`config.mk`:
```
export PLATFORM = sky130hd
export DESIGN_NAME = demux5_reg
export DESIGN_NICKNAME = d
export VERILOG_FILES = /design/src/rtl/demux5_reg.sv
export SDC_FILE = /design/constraint.sdc
export NUM_CORES = 1
export LEC_CHECK = 0
export ABC_AREA = 1
export BUFFER_PORTS_ARGS = -buffer_cell sky130_fd_sc_hd__buf_2
export CAP_MARGIN = 20
export CORE_ASPECT_RATIO = 1.4
export CORE_MARGIN = 2
export CORE_UTILIZATION = 47
export CTS_BUF_LIST = sky130_fd_sc_hd__clkbuf_2
export DETAILED_ROUTE_END_ITERATION = 16
export PLACE_DENSITY = 0.77
export SYNTH_ARGS = -nofsm -noshare
export SYNTH_HDL_FRONTEND = slang
export SYNTH_SLANG_ARGS = --single-unit
export TNS_END_PERCENT = 30
```
`constraint.sdc`:
```
create_clock -name clk -period 1.2 [get_ports clk]
set_input_delay 0.18 -clock clk [delete_from_list [all_inputs] [get_ports clk]]
set_output_delay 0.18 -clock clk [all_outputs]
set_load 0.01 [all_outputs]
```
`src/rtl/demux5_reg.sv`:
```
`default_nettype none
// ============================================================================
// Module      : demux5_reg
// Description : Registered 1-to-5 demultiplexer with per-lane valid/ready
//               handshake. Select values 5..7 discard the item and bump a
//               saturating 8-bit drop counter. Defining DEMUX5_AUTO_EN
//               replaces the select input with a round-robin lane pointer.
// Revision    : 1.0 - initial release
// ============================================================================
module demux5_reg #(
  parameter int W = 1
) (
  input  logic         clk,
  input  logic         rst_n,
  input  logic [W-1:0] d,
  input  logic         d_valid,
  output logic         d_ready,
  input  logic [2:0]   s,
  output logic [W-1:0] y0,
  output logic [W-1:0] y1,
  output logic [W-1:0] y2,
  output logic [W-1:0] y3,
  output logic [W-1:0] y4,
  output logic [4:0]   v,
  input  logic [4:0]   r,
  output logic [7:0]   drop_cnt
);

  localparam int         N_LANES   = 5;
  localparam logic [7:0] C_CNT_MAX = 8'hFF;
  localparam logic [2:0] C_LAST    = 3'd4;

  logic [2:0]         w_tgt;      // lane the current offer is aimed at
  logic [4:0]         w_sel;      // one-hot decode of w_tgt; all-zero means drop
  logic               w_lane_ok;  // target is a real lane
  logic               w_room;     // selected lane can take an item this cycle
  logic               w_accept;
  logic               w_drop;
  logic [4:0]         w_v;
  logic [W-1:0]       w_y [N_LANES];
  logic [7:0]         r_cnt;

`ifdef DEMUX5_AUTO_EN
  logic [2:0] r_ptr;
  logic       w_unused_s;

  // s has no role when the pointer picks the lane
  assign w_unused_s = ^s;

  // Round-robin pointer: advances only on an accepted item, wraps 4 -> 0
  always_ff @(posedge clk or negedge rst_n) begin
    if (!rst_n) begin
      r_ptr <= '0;
    end else if (w_accept) begin
      r_ptr <= (r_ptr == C_LAST) ? 3'd0 : r_ptr + 3'd1;
    end
  end

  assign w_tgt = r_ptr;
`else
  assign w_tgt = s;
`endif

  // A lane has room when empty or when it is being drained this same edge
  assign w_lane_ok = |w_sel;
  assign w_room    = |(w_sel & (~w_v | r));
  assign d_ready   = w_lane_ok ? w_room : 1'b1;
  assign w_accept  = d_valid & d_ready;
  assign w_drop    = w_accept & ~w_lane_ok;

  for (genvar k = 0; k < N_LANES; k++) begin : g_lane
    logic         r_full;
    logic [W-1:0] r_data;
    logic         w_load;
    logic         w_drain;

    assign w_sel[k] = (w_tgt == 3'(k));
    assign w_load   = w_accept & w_sel[k];
    assign w_drain  = r_full & r[k];

    // Lane register: a load wins over a simultaneous drain so nothing is lost
    always_ff @(posedge clk or negedge rst_n) begin
      if (!rst_n) begin
        r_full <= 1'b0;
        r_data <= '0;
      end else if (w_load) begin
        r_full <= 1'b1;
        r_data <= d;
      end else if (w_drain) begin
        r_full <= 1'b0;
        r_data <= '0;
      end
    end

    assign w_v[k] = r_full;
    assign w_y[k] = r_data;
  end

  // Drop counter saturates at 255 instead of wrapping
  always_ff @(posedge clk or negedge rst_n) begin
    if (!rst_n) begin
      r_cnt <= '0;
    end else if (w_drop && (r_cnt != C_CNT_MAX)) begin
      r_cnt <= r_cnt + 8'd1;
    end
  end

  assign v        = w_v;
  assign y0       = w_y[0];
  assign y1       = w_y[1];
  assign y2       = w_y[2];
  assign y3       = w_y[3];
  assign y4       = w_y[4];
  assign drop_cnt = r_cnt;

endmodule
`default_nettype wire
```
# Word-level counts from Yosys, hierarchy flattened
# Index checks and enable logic that the tools add are counted.
# classes
n_addsub,1
mul,0
bitwise_logic,16
order_cmp,0
reduce_logical,9
shifts,0
eq_ne,5
div,0
mux,16
# ops
cell,count
$mux W1,16
$and A1 B1 Y1,12
$reduce_bool A2 Y1,5
$reduce_or A5 Y1,2
$add A8 B1 Y8 const B,1
$ne A8 B8 Y1 const B,1
$eq A3 B2 Y1 const B,2
$and A5 B5 Y5,1
$not A5 Y5,1
$or A5 B5 Y5,1
$eq A3 B1 Y1 const B,1
$eq A3 B3 Y1 const B,1
$logic_not A3 Y1,1
$logic_and A1 B1 Y1,1
$not A1 Y1,1
# totals
input_bits,12
word_cells,58
romBits,0
mem_bits_rw,0
output_inout_bits,19
regBits,18
latch_bits,0
memories,0

# Longest topological paths before layout
# Gate-level depths: netlist of run 1.
# depth
depth_word,8
mapped_depth,10
mapped_depth_nobuf,9

# Worst setup path before layout of run 1
# Ideal clock, no wire load.
# synth_path
path_type,register to register
startpoint,"register r_cnt[0], in the netlist drop_cnt[0]"
endpoint,"register r_cnt[7], in the netlist drop_cnt[7]"
n_path_buf,0
period_less_slack_ps,1338
setup_time_ps,116
slack_ps,-138
required_time_ps,1084
t_arrival_ps,1222
path_stages_with_launch,9
cell_sequence,dfrtp_1 ha_1 nand3_1 nor2_1 nand3_2 nand2_2 inv_2 nand2_1 nand2_1
# synth_between
elab_chain_len,2
word_cells_on_any_way,3
classes_between,add/sub (1); eq/ne (1); reduce/logical (1)
# synth_lines
element,line,rtl
from (decl),41,logic [7:0] r_cnt;
from (signal assigned),104,r_cnt <= r_cnt + 8'd1;
"parallel branches: the longest is 2 deep, another holds $add A8 B1 Y8",n/a,
# Several ways; the timed one is not identified.
# A chain may end at the register's enable or synchronous reset.

# Worst setup path after layout of run 1
# layout_path
startpoint,register g_lane[2].r_full
endpoint,output d_ready
# layout_between
elab_chain_len,5
# layout_lines
element,line,rtl
from (decl),72,logic r_full;
from (signal assigned),84,r_full <= 1'b0;
from (signal assigned),87,r_full <= 1'b1;
from (signal assigned),90,r_full <= 1'b0;
$not A5 Y5,66,assign w_room = |(w_sel & (~w_v | r));
$or A5 B5 Y5,66,
$and A5 B5 Y5,66,
$reduce_or A5 Y1,66,
$mux W1,67,assign d_ready = w_lane_ok ? w_room : 1'b1;
to (decl),17,"output logic d_ready,"
# No other way between the ends.

==> qor.csv, run 1 <==
stage,metric,value,unit
setup_path,cpMostUsedCell,nor2_1,
synth,synthesis.area,1030,sq um
clocking,cts_tree,built,
detailed_routing,drt_iter0_markers,11,
layout,num-fill-cells,158,
clocking,htree_num_levels,1,
synth,seq_area_frac_synth,0.438,
global_route,use_met2,0.367,
global_route,top_usage_layer,met2,
setup_path,critical_path_class,register to primary output,
sta,rsz0062_at_grt,yes,
setup_path,crit_slowest_cell,dfrtp_1,
clocking,cts.sinks,18,
clocking,clock_latency,0.29,ns
job,max_cap_viol_count,0,
sta,skew,0.00580,ns
setup_path,cp.required,1.02,ns
sta,slew_headroom,0.733,
detailed_routing,vias,983,
synth,ys_warn_count,0,
global_route,grt_use_total,0.203,
layout,insertedDiodeCount,0,
synth,ys_ff_latch,18,
detailed_routing,ant_nets,0,
status,status,"finished, violations left",
layout,layout-drive-gt1-share,0.439,
detailed_routing,avgRoutedWirePerCell,12.1,um
layout,num-nets-final,185,
sta,finalSetupViolCount,20,
synth,synth_compound_area_frac,0.0621,
detailed_routing,drc,0,
place,io_buffers,30,
detailed_routing,firstDrtPassIters,4,
global_route,grt_antenna_before_repair,0,
floorplan,die_area,2580,sq um
layout,area_delta_synth_final,43.1,%
global_route,grtUsageMet3,0.0366,
floorplan,io_pins,31,
sta,finalHoldViolations,0,
setup_path,rr_worst_depth,11,
pwr,max-vdd-ir-drop,0.817,mV
synth,synthXorXnorAreaFrac,0.0512,
floorplan,core_area,2130,sq um
synth,ys_types,21,
place,hpwl,1570,um
hold_path,whs_path_depth,2,
pwr,leakagePower,0.000782,uW
hold_path,hp-class,input port to register,
status,violations,setup timing,
sta,post-route-period-util,1.27,
setup_path,crit_arrival,1.35,ns
layout,mostFrequentLayoutCells,"26 x buf_2, 25 x nand2_1, 18 x dfrtp_1",
layout,layout.cells.non_filler,193,
sta,fmax,0.655,GHz
setup_path,cp-start-kind,register,
detailed_routing,viasPerCell,5.09,
place,place_ws,-0.104,ns
global_route,grt_max_degree,19,
sta,setup_ws,-0.328,ns
setup_path,critPathMaxFanout,2,
floorplan,die_x,43.5,um
floorplan,initial_core_util,0.483,
detailed_routing,routed_wl,2340,um
synth,synth_top_family_by_area,simple AND/OR/NAND/NOR gates,
synth,synth_nets,136,
sta,worstMarginPinSlew,0.401,ns
place,placed_cells,178,
place,gp_congestion,0.880,
setup_path,endpoint_kind,primary output,
global_route,met1_usage,0.244,
setup_path,path_cells,inv_2 -> nor2_1 -> nor2_1 -> nor2_1 -> nand2_1 -> buf_6 -> buf_6,
global_route,overflow,0,
synth,netlist_instances,123,
clocking,clock_path_buffers,2,
clocking,clkTransAtPathRegs,0.16,ns
floorplan,rows,20,
sta,period_needed,1.53,ns
global_route,grt_pass1_vias,942,
pwr,p_per_area,1370,nW/um^2
layout,final_common_cell,buf_2,
global_route,grt_pass1_wl,3950,um
sta,maxSlewViolCount,0,
synth,synthSimpleGateAreaFrac,0.319,
clocking,numCtsBuffers,3,
clocking,root_buffer,clkbuf_2,
synth,synth_adder_area_share,0.0122,
synth,synthMuxAreaShare,0,
floorplan,die_height,59.3,um
setup_path,cpPeakStageDelay,0.41,ns
synth,syn_avg_cell_area,8.35,sq um
[path summary, 6_finish.rpt]
kind                                                    from                            to  slack, ns
max in group asynchronous                              rst_n                y0$_DFFE_PN0P_       0.59
min in group asynchronous                              rst_n       drop_cnt[3]$_DFFE_PN0P_       0.32
worst max-delay path            g_lane[2].r_full$_DFFE_PN0P_                       d_ready      -0.33
worst min register to register       drop_cnt[5]$_DFFE_PN0P_       drop_cnt[5]$_DFFE_PN0P_       0.54
worst min-delay path                                    r[2]  g_lane[2].r_full$_DFFE_PN0P_       0.05
worst max register to register  g_lane[2].r_full$_DFFE_PN0P_                y4$_DFFE_PN0P_      -0.20
[synth_stat cells]
| cell type | n | area, sq um |
|---|---|---|
| nor3b_4 | 1 | 18.8 |
| nor2_1 | 10 | 37.5 |
| dfrtp_1 | 18 | 450 |
| a31oi_1 | 1 | 6.26 |
| nand3_2 | 4 | 40.0 |
| ha_1 | 1 | 12.5 |
| nor3_1 | 2 | 10.0 |
| xor2_1 | 2 | 17.5 |
| nand2_2 | 1 | 6.26 |
| nand4_1 | 6 | 37.5 |
| buf_4 | 6 | 45.0 |
| inv_1 | 15 | 56.3 |
| inv_2 | 2 | 7.51 |
| nand2_1 | 27 | 101 |
| nor2_4 | 1 | 11.3 |
| nand3_1 | 10 | 50.1 |
| a21boi_0 | 5 | 37.5 |
| o21ai_0 | 4 | 20.0 |
| nand3b_1 | 2 | 15.0 |
| xnor2_1 | 4 | 35.0 |
| buf_6 | 1 | 11.3 |
[stage by stage]
step | TNS (ns) | utilization | hold slack [ns] | cell area (sq um) | total power, uW
floorplan | -0.564 | - | -0.116 | 1030 | 1210
global placement | -0.224 | 0.576 | 0.130 | 1230 | 1520
detailed placement | -0.597 | 0.576 | 0.123 | 1230 | 1520
CTS | -1.61 | 0.667 | 0.0402 | 1420 | 1920
global route | -4.04 | 0.691 | 0.0352 | 1470 | 2170
finish | -2.22 | 0.691 | 0.0497 | 1470 | 2020
[state kept, by name (all words and copies together), names as in the netlist]
signal         count
y4                 1
g_lane.r_full      5
y0                 1
drop_cnt           8
y1                 1
y3                 1
y2                 1
[timing repair]
item                                   CTS  global route
pin swaps                               11            11
resized for setup                       23            16
setup buffers                           11             4
hold buffers                             1             0
setup endpoints to repair               13            23
endpoints found under the hold margin   18             0
[layer usage]
metal	share of wire	vias to the layer above
li1	-	488
met1	0.40	464
met2	0.55	27
met3	0.040	4
met4	0.012	0
met5	0	-
[power by group]
| part | switching, uW | internal, uW |
|---|---|---|
| clock network | 178 | 72.5 |
| registers | 127 | 739 |
| logic | 448 | 456 |
| total | 753 | 1270 |
[worst max-delay path, delay by kind of cell (launching register included)]
family	cells	cell delay, ns
buffers and inverters	3	0.29
DFF	1	0.41
and+or+nand+nor	4	0.35
[kinds of logic (layout without fill, tap and decap cells)]
group           count (synthesis)  in the layout
buf+inv                        24             72
fa+ha+maj                       1              1
compound gates                 10             10
simple gates                   64             64
flops                          18             18
xor+xnor                        6              6
[final cells by class]
type / instances / area (sq um) / share of cell area
Clock buffer: 3 / 15.0 / 0.0102
Clock inverter: 1 / 3.75 / 0.00255
Inverter: 17 / 63.8 / 0.0434
Multi-Input combinational cell: 81 / 544 / 0.370
Sequential cell: 18 / 450 / 0.306
Tap cell: 22 / 27.5 / 0.0187
Timing Repair Buffer: 51 / 365 / 0.249
Power figures use the tool's default switching activity.
==> inputs of run 2 (changes only) <==
CORE_MARGIN = not set   (was 2)
==> qor.csv, run 2 (synthesized netlist as in run 1, its figures left out) <==
stage,metric,value,unit,change
status,status,"finished, violations left",,
status,violations,setup timing,,
global_route,overflow,0,,unchanged
job,max_cap_viol_count,0,,unchanged
setup_path,crit_arrival,1.41,ns,+0.06 ns
clocking,clock_path_buffers,2,,unchanged
layout,layout.cells.non_filler,198,,+2.6%
global_route,grt_pass1_wl,4400,um,+11%
global_route,met1_usage,0.262,,+0.0176
clocking,htree_num_levels,1,,unchanged
global_route,grt_pass1_vias,1023,,+8.6%
global_route,grtUsageMet3,0.0348,,-0.00178
detailed_routing,firstDrtPassIters,4,,unchanged
pwr,leakagePower,0.000815,uW,+4.2%
setup_path,critPathMaxFanout,3,,+1
global_route,grt_use_total,0.240,,+0.0377
clocking,clock_latency,0.31,ns,+0.02 ns
setup_path,cp-start-kind,register,,
sta,finalHoldViolations,0,,unchanged
layout,num-fill-cells,144,,-8.9%
global_route,grt_antenna_before_repair,0,,unchanged
layout,insertedDiodeCount,0,,unchanged
sta,skew,0.0155,ns,+0.00968 ns
global_route,top_usage_layer,met2,,
pwr,switching_share,0.379,,+0.00631
sta,period_needed,1.59,ns,+0.0667 ns
pwr,clkPwrFrac,0.126,,+0.002
detailed_routing,avgRoutedWirePerCell,13.9,um,+15%
pwr,p_per_area,1360,nW/um^2,-1.1%
floorplan,initial_core_util,0.508,,+0.0254
place,hpwl,1700,um,+7.9%
place,placed_cells,177,,-0.56%
detailed_routing,ant_nets,0,,unchanged
sta,setup_ws,-0.394,ns,-0.0667 ns
clocking,cts_tree,built,,
detailed_routing,routed_wl,2760,um,+18%
sta,whs,0.0254,ns,-0.0243 ns
clocking,numCtsBuffers,3,,unchanged
sta,slew_headroom,0.691,,-0.0414
pwr,seqPwrFrac,0.414,,-0.014
pwr,p_comb_frac,0.460,,+0.013
sta,finalSetupViolCount,22,,+10%
detailed_routing,drt_iter0_markers,19,,+8
pwr,max-vdd-ir-drop,0.742,mV,-9.2%
detailed_routing,drc,0,,unchanged
pwr,p_sw,788,uW,+4.7%
detailed_routing,vias,1051,,+6.9%
layout,area_delta_synth_final,49.1,%,
place,io_buffers,30,,unchanged
floorplan,die_height,57.3,um,-3.4%
layout,final_common_cell,buf_2,,
sta,worstMarginPinSlew,0.460,ns,+0.0586 ns
layout,largest_register_ffs,8,,unchanged
setup_path,endpoint_kind,primary output,,
sta,maxSlewViolCount,0,,unchanged
sta,timing.setup.tns,-3.62,ns,-1.40 ns
setup_path,critical_path_class,register to primary output,,
setup_path,cp.required,1.02,ns,about the same
floorplan,io_pins,31,,unchanged
detailed_routing,viasPerCell,5.31,,+4.2%
floorplan,die_area,2380,sq um,-7.8%
layout,num-nets-final,191,,+3.2%
global_route,grt_max_degree,19,,unchanged
clocking,clkTransAtPathRegs,0.18,ns,+0.02 ns
hold_path,hp-class,input port to register,,
layout,mostFrequentLayoutCells,"27 x buf_2, 23 x nand2_1, 17 x dfrtp_1",,
sta,post-route-period-util,1.33,,+0.0556
floorplan,core_area,2020,sq um,-5.0%
pwr,p_int,1290,uW,+2.0%
setup_path,reg2reg_setup_slack,-0.29,ns,-0.09 ns
global_route,use_met2,0.433,,+0.0663
sta,fmax,0.627,GHz,-4.2%
floorplan,die_x,41.5,um,-4.6%
place,gp_congestion,0.828,,-5.9%
layout,layout-drive-gt1-share,0.469,,+0.0303
clocking,cts.sinks,18,,unchanged
floorplan,rows,19,,-5.0%
sta,rsz0062_at_grt,yes,,
clocking,root_buffer,clkbuf_2,,
[run 2: cell types whose count changed in the layout (fill, tap and decap cells not counted), sizes merged]
cell,change
buf,+6
[run 2: layer usage]
layer	routed length [um]	up-vias
li1	-	502
met1	1010	503
met2	1580	37
met3	97	9
met4	70	0
met5	0	-
[run 2: per-stage QoR]
step | cell area, sq um | power, uW | worst slack, ns | util
global route | 1530 | 2210 | -0.520 | 0.758
finish | 1530 | 2080 | -0.394 | 0.758
floorplan | 1030 | 1210 | -0.106 | -
detailed placement | 1220 | 1550 | -0.114 | 0.606
CTS | 1410 | 1920 | -0.321 | 0.697
global placement | 1220 | 1530 | -0.0434 | 0.606
[run 2: worst max-delay path, stage by stage (launching register included)]
cell     delay, ns
dfrtp_1       0.42
inv_2         0.05
nor2_1        0.09
nor2_1        0.06
nor2_1        0.12
nand2_1       0.12
buf_6         0.14
buf_6         0.11
[run 2: final timing paths]
kind / startpoint / endpoint / cells past startpoint
worst max-delay path: g_lane[2].r_full$_DFFE_PN0P_ / d_ready / 7
worst min-delay path: r[2] / g_lane[2].r_full$_DFFE_PN0P_ / 2
worst max register to register: g_lane[2].r_full$_DFFE_PN0P_ / y3$_DFFE_PN0P_ / 11
worst min register to register: drop_cnt[5]$_DFFE_PN0P_ / drop_cnt[5]$_DFFE_PN0P_ / 1
max in group asynchronous: rst_n / drop_cnt[2]$_DFFE_PN0P_ / 2
min in group asynchronous: rst_n / drop_cnt[1]$_DFFE_PN0P_ / 2
[run 2: cell type report]
type / count / area, sq um / area share
multi-input combinational: 81 / 556 / 0.363
clock buffer: 3 / 15.0 / 0.00980
clock inverter: 1 / 3.75 / 0.00245
tap: 21 / 26.3 / 0.0172
timing repair buffer: 57 / 415 / 0.271
sequential: 18 / 452 / 0.295
inverter: 17 / 63.8 / 0.0417
[run 2: what timing repair did]
action | in CTS | in global routing
hold endpoints to repair | 18 | 0
setup endpoints to repair | 13 | 24
hold buffers | 1 | 0
resized for setup | 20 | 20
setup buffers | 11 | 5
pin swaps | 9 | 10
[run 2: power groups by stage]
stage	logic [uW]	clock network (uW)	registers, uW
after floorplan	298	0	914
after detailed placement	714	0	837
after global placement	702	0	830
final	957	263	861
after global routing	1030	299	879
after CTS	826	264	834
==> inputs of run 3 (changes only) <==
--- a/config.mk
+++ b/config.mk
@@ -10,4 +10,5 @@
 export CAP_MARGIN = 20
 export CORE_ASPECT_RATIO = 1.4
+export CORE_MARGIN = 5
 export CORE_UTILIZATION = 47
 export CTS_BUF_LIST = sky130_fd_sc_hd__clkbuf_2
==> constraint.sdc (replaced) <==
create_clock -name clk -period 1.2 [get_ports clk]
set_input_delay 0.18 -clock clk [delete_from_list [all_inputs] [get_ports clk]]
set_output_delay 0.18 -clock clk [all_outputs]
set_load 0.05 [all_outputs]
==> qor.csv, run 3 (synthesized netlist as in run 1, its figures left out) <==
stage,metric,value,unit,change
status,status,"finished, violations left",,
status,violations,setup timing,,
place,hpwl,1730,um,+1.8%
layout,largest_register_ffs,8,,unchanged
setup_path,crit_start,g_lane[4].r_full$_DFFE_PN0P_,,
setup_path,endpoint_kind,primary output,,
pwr,max-vdd-ir-drop,1.13,mV,+53%
sta,period_needed,1.43,ns,-0.165 ns
sta,rsz0062_at_grt,yes,,
clocking,cts_tree,built,,
place,io_buffers,30,,unchanged
setup_path,critPathMaxFanout,2,,-1
setup_path,r2r_start,g_lane[4].r_full$_DFFE_PN0P_,,
clocking,numCtsBuffers,3,,unchanged
global_route,grt_use_total,0.153,,-0.0869
sta,finalHoldViolations,0,,unchanged
layout,utilization,0.743,,-0.0150
floorplan,initial_core_util,0.483,,-0.0254
floorplan,rows,20,,+1
layout,insertedDiodeCount,0,,unchanged
clocking,htree_num_levels,1,,unchanged
detailed_routing,firstDrtPassIters,5,,+1
setup_path,critPathCapture,d_ready,,
pwr,leakagePower,0.000833,uW,+2.2%
detailed_routing,viasPerCell,4.97,,-6.4%
detailed_routing,drt_iter0_markers,27,,+8
hold_path,hp-class,input port to register,,
sta,slew_headroom,0.733,,+0.0417
clocking,clock_latency,0.30,ns,about the same
clocking,clock_path_buffers,2,,unchanged
global_route,grt_max_degree,19,,unchanged
global_route,grt_antenna_before_repair,0,,unchanged
layout,area_delta_synth_final,53.8,%,
global_route,grt_pass1_wl,3890,um,-12%
global_route,grt_pass1_vias,934,,-8.7%
clocking,clkTransAtPathRegs,0.18,ns,about the same
sta,maxSlewViolCount,0,,unchanged
floorplan,io_pins,31,,unchanged
sta,post-route-period-util,1.19,,-0.138
global_route,top_usage_layer,met2,,
setup_path,cp-start-kind,register,,
sta,fmax,0.700,GHz,+12%
layout,mostFrequentLayoutCells,"24 x nand2_1, 18 x buf_2, 17 x buf_4",,
layout,layout-drive-gt1-share,0.489,,+0.0196
layout,num-nets-final,188,,-1.6%
setup_path,reg2reg_setup_slack,-0.20,ns,+0.09 ns
pwr,p_per_area,1750,nW/um^2,+28%
detailed_routing,ant_nets,0,,unchanged
sta,setup_ws,-0.229,ns,+0.165 ns
global_route,overflow,0,,unchanged
detailed_routing,drc,0,,unchanged
global_route,met1_usage,0.155,,-0.107
floorplan,die_height,65.3,um,+14%
detailed_routing,vias,974,,-7.3%
floorplan,die_area,3230,sq um,+36%
floorplan,die_x,49.5,um,+19%
setup_path,rr_worst_depth,11,,unchanged
setup_path,crit_arrival,1.25,ns,-0.16 ns
sta,finalSetupViolCount,23,,+4.5%
floorplan,core_area,2130,sq um,+5.3%
detailed_routing,avgRoutedWirePerCell,13.0,um,-6.5%
setup_path,r2r_end,y0$_DFFE_PN0P_,,
clocking,root_buffer,clkbuf_2,,
setup_path,cp.required,1.02,ns,about the same
place,place_ws,-0.123,ns,-0.00950 ns
global_route,use_met2,0.298,,-0.135
global_route,grtUsageMet3,0.0249,,-0.00987
layout,final_common_cell,nand2_1,,
detailed_routing,routed_wl,2550,um,-7.5%
clocking,cts.sinks,18,,unchanged
layout,num-fill-cells,165,,+15%
job,max_cap_viol_count,0,,unchanged
setup_path,critical_path_class,register to primary output,,
sta,worstMarginPinSlew,0.400,ns,-0.0594 ns
place,gp_congestion,0.819,,-1.2%
sta,skew,0.0219,ns,+0.00640 ns
==> run 3: where the power goes <==
| part | internal, uW | switching, uW |
|---|---|---|
| Clock | 88.3 | 179 |
| Combinational | 638 | 927 |
| Sequential | 752 | 174 |
==> run 3: worst max-delay path, stage by stage, from the launching register on <==
cell     delay (ns)
dfrtp_1        0.43
nand2_2        0.07
nand2_1        0.05
o21ai_1        0.07
nor2_1         0.06
nand2_1        0.11
buf_6          0.17
==> run 3: timing repair <==
| item | CTS | global route |
|---|---|---|
| gates cloned | 0 | 0 |
| endpoints found under the setup margin | 23 | 30 |
| setup buffers | 5 | 7 |
| pin swaps | 9 | 11 |
| endpoints found under the hold margin | 18 | 0 |
| gates resized for setup | 32 | 21 |
| hold buffers | 1 | 0 |
==> run 3: final cells by class <==
class                           count  area [sq um]  area share
Multi-Input combinational cell     81           574       0.363
Inverter                           17          66.3      0.0420
Timing Repair Buffer               54           435       0.276
Clock buffer                        4          20.0      0.0127
Sequential cell                    18           457       0.289
Tap cell                           22          27.5      0.0174
==> run 3: worst min-delay path by stage <==
stage               startpoint                           end  depth (start not counted)
floorplan                rst_n       drop_cnt[0]$_DFFE_PN0P_                          0
global placement         rst_n       drop_cnt[3]$_DFFE_PN0P_                          1
detailed placement       rst_n       drop_cnt[3]$_DFFE_PN0P_                          1
CTS                       r[3]  g_lane[3].r_full$_DFFE_PN0P_                          2
global route              r[3]  g_lane[3].r_full$_DFFE_PN0P_                          2
finish                    r[3]  g_lane[3].r_full$_DFFE_PN0P_                          2
==> run 3: layer usage <==
metal  routed length (um)  up-vias
li1                     -      495
met5                    0        -
met4                   38        0
met2                 1450       25
met1                  946      450
met3                  119        4
==> run 3: per-stage QoR <==
| stage | hold slack [ns] | power, uW | setup TNS [ns] | std cells | instance area, sq um |
|---|---|---|---|---|---|
| 3_5_place_dp | 0.127 | 2020 | -0.646 | 179 | 1270 |
| 3_3_place_gp | 0.121 | 1980 | -0.0973 | 179 | 1270 |
| 5_1_grt | 0.0355 | 2920 | -5.05 | 196 | 1580 |
| 4_1_cts | 0.0588 | 2540 | -1.59 | 189 | 1440 |
| 6_report | 0.0773 | 2760 | -3.05 | 196 | 1580 |
| 2_1_floorplan | -0.116 | 1680 | -1.70 | 123 | 1050 |
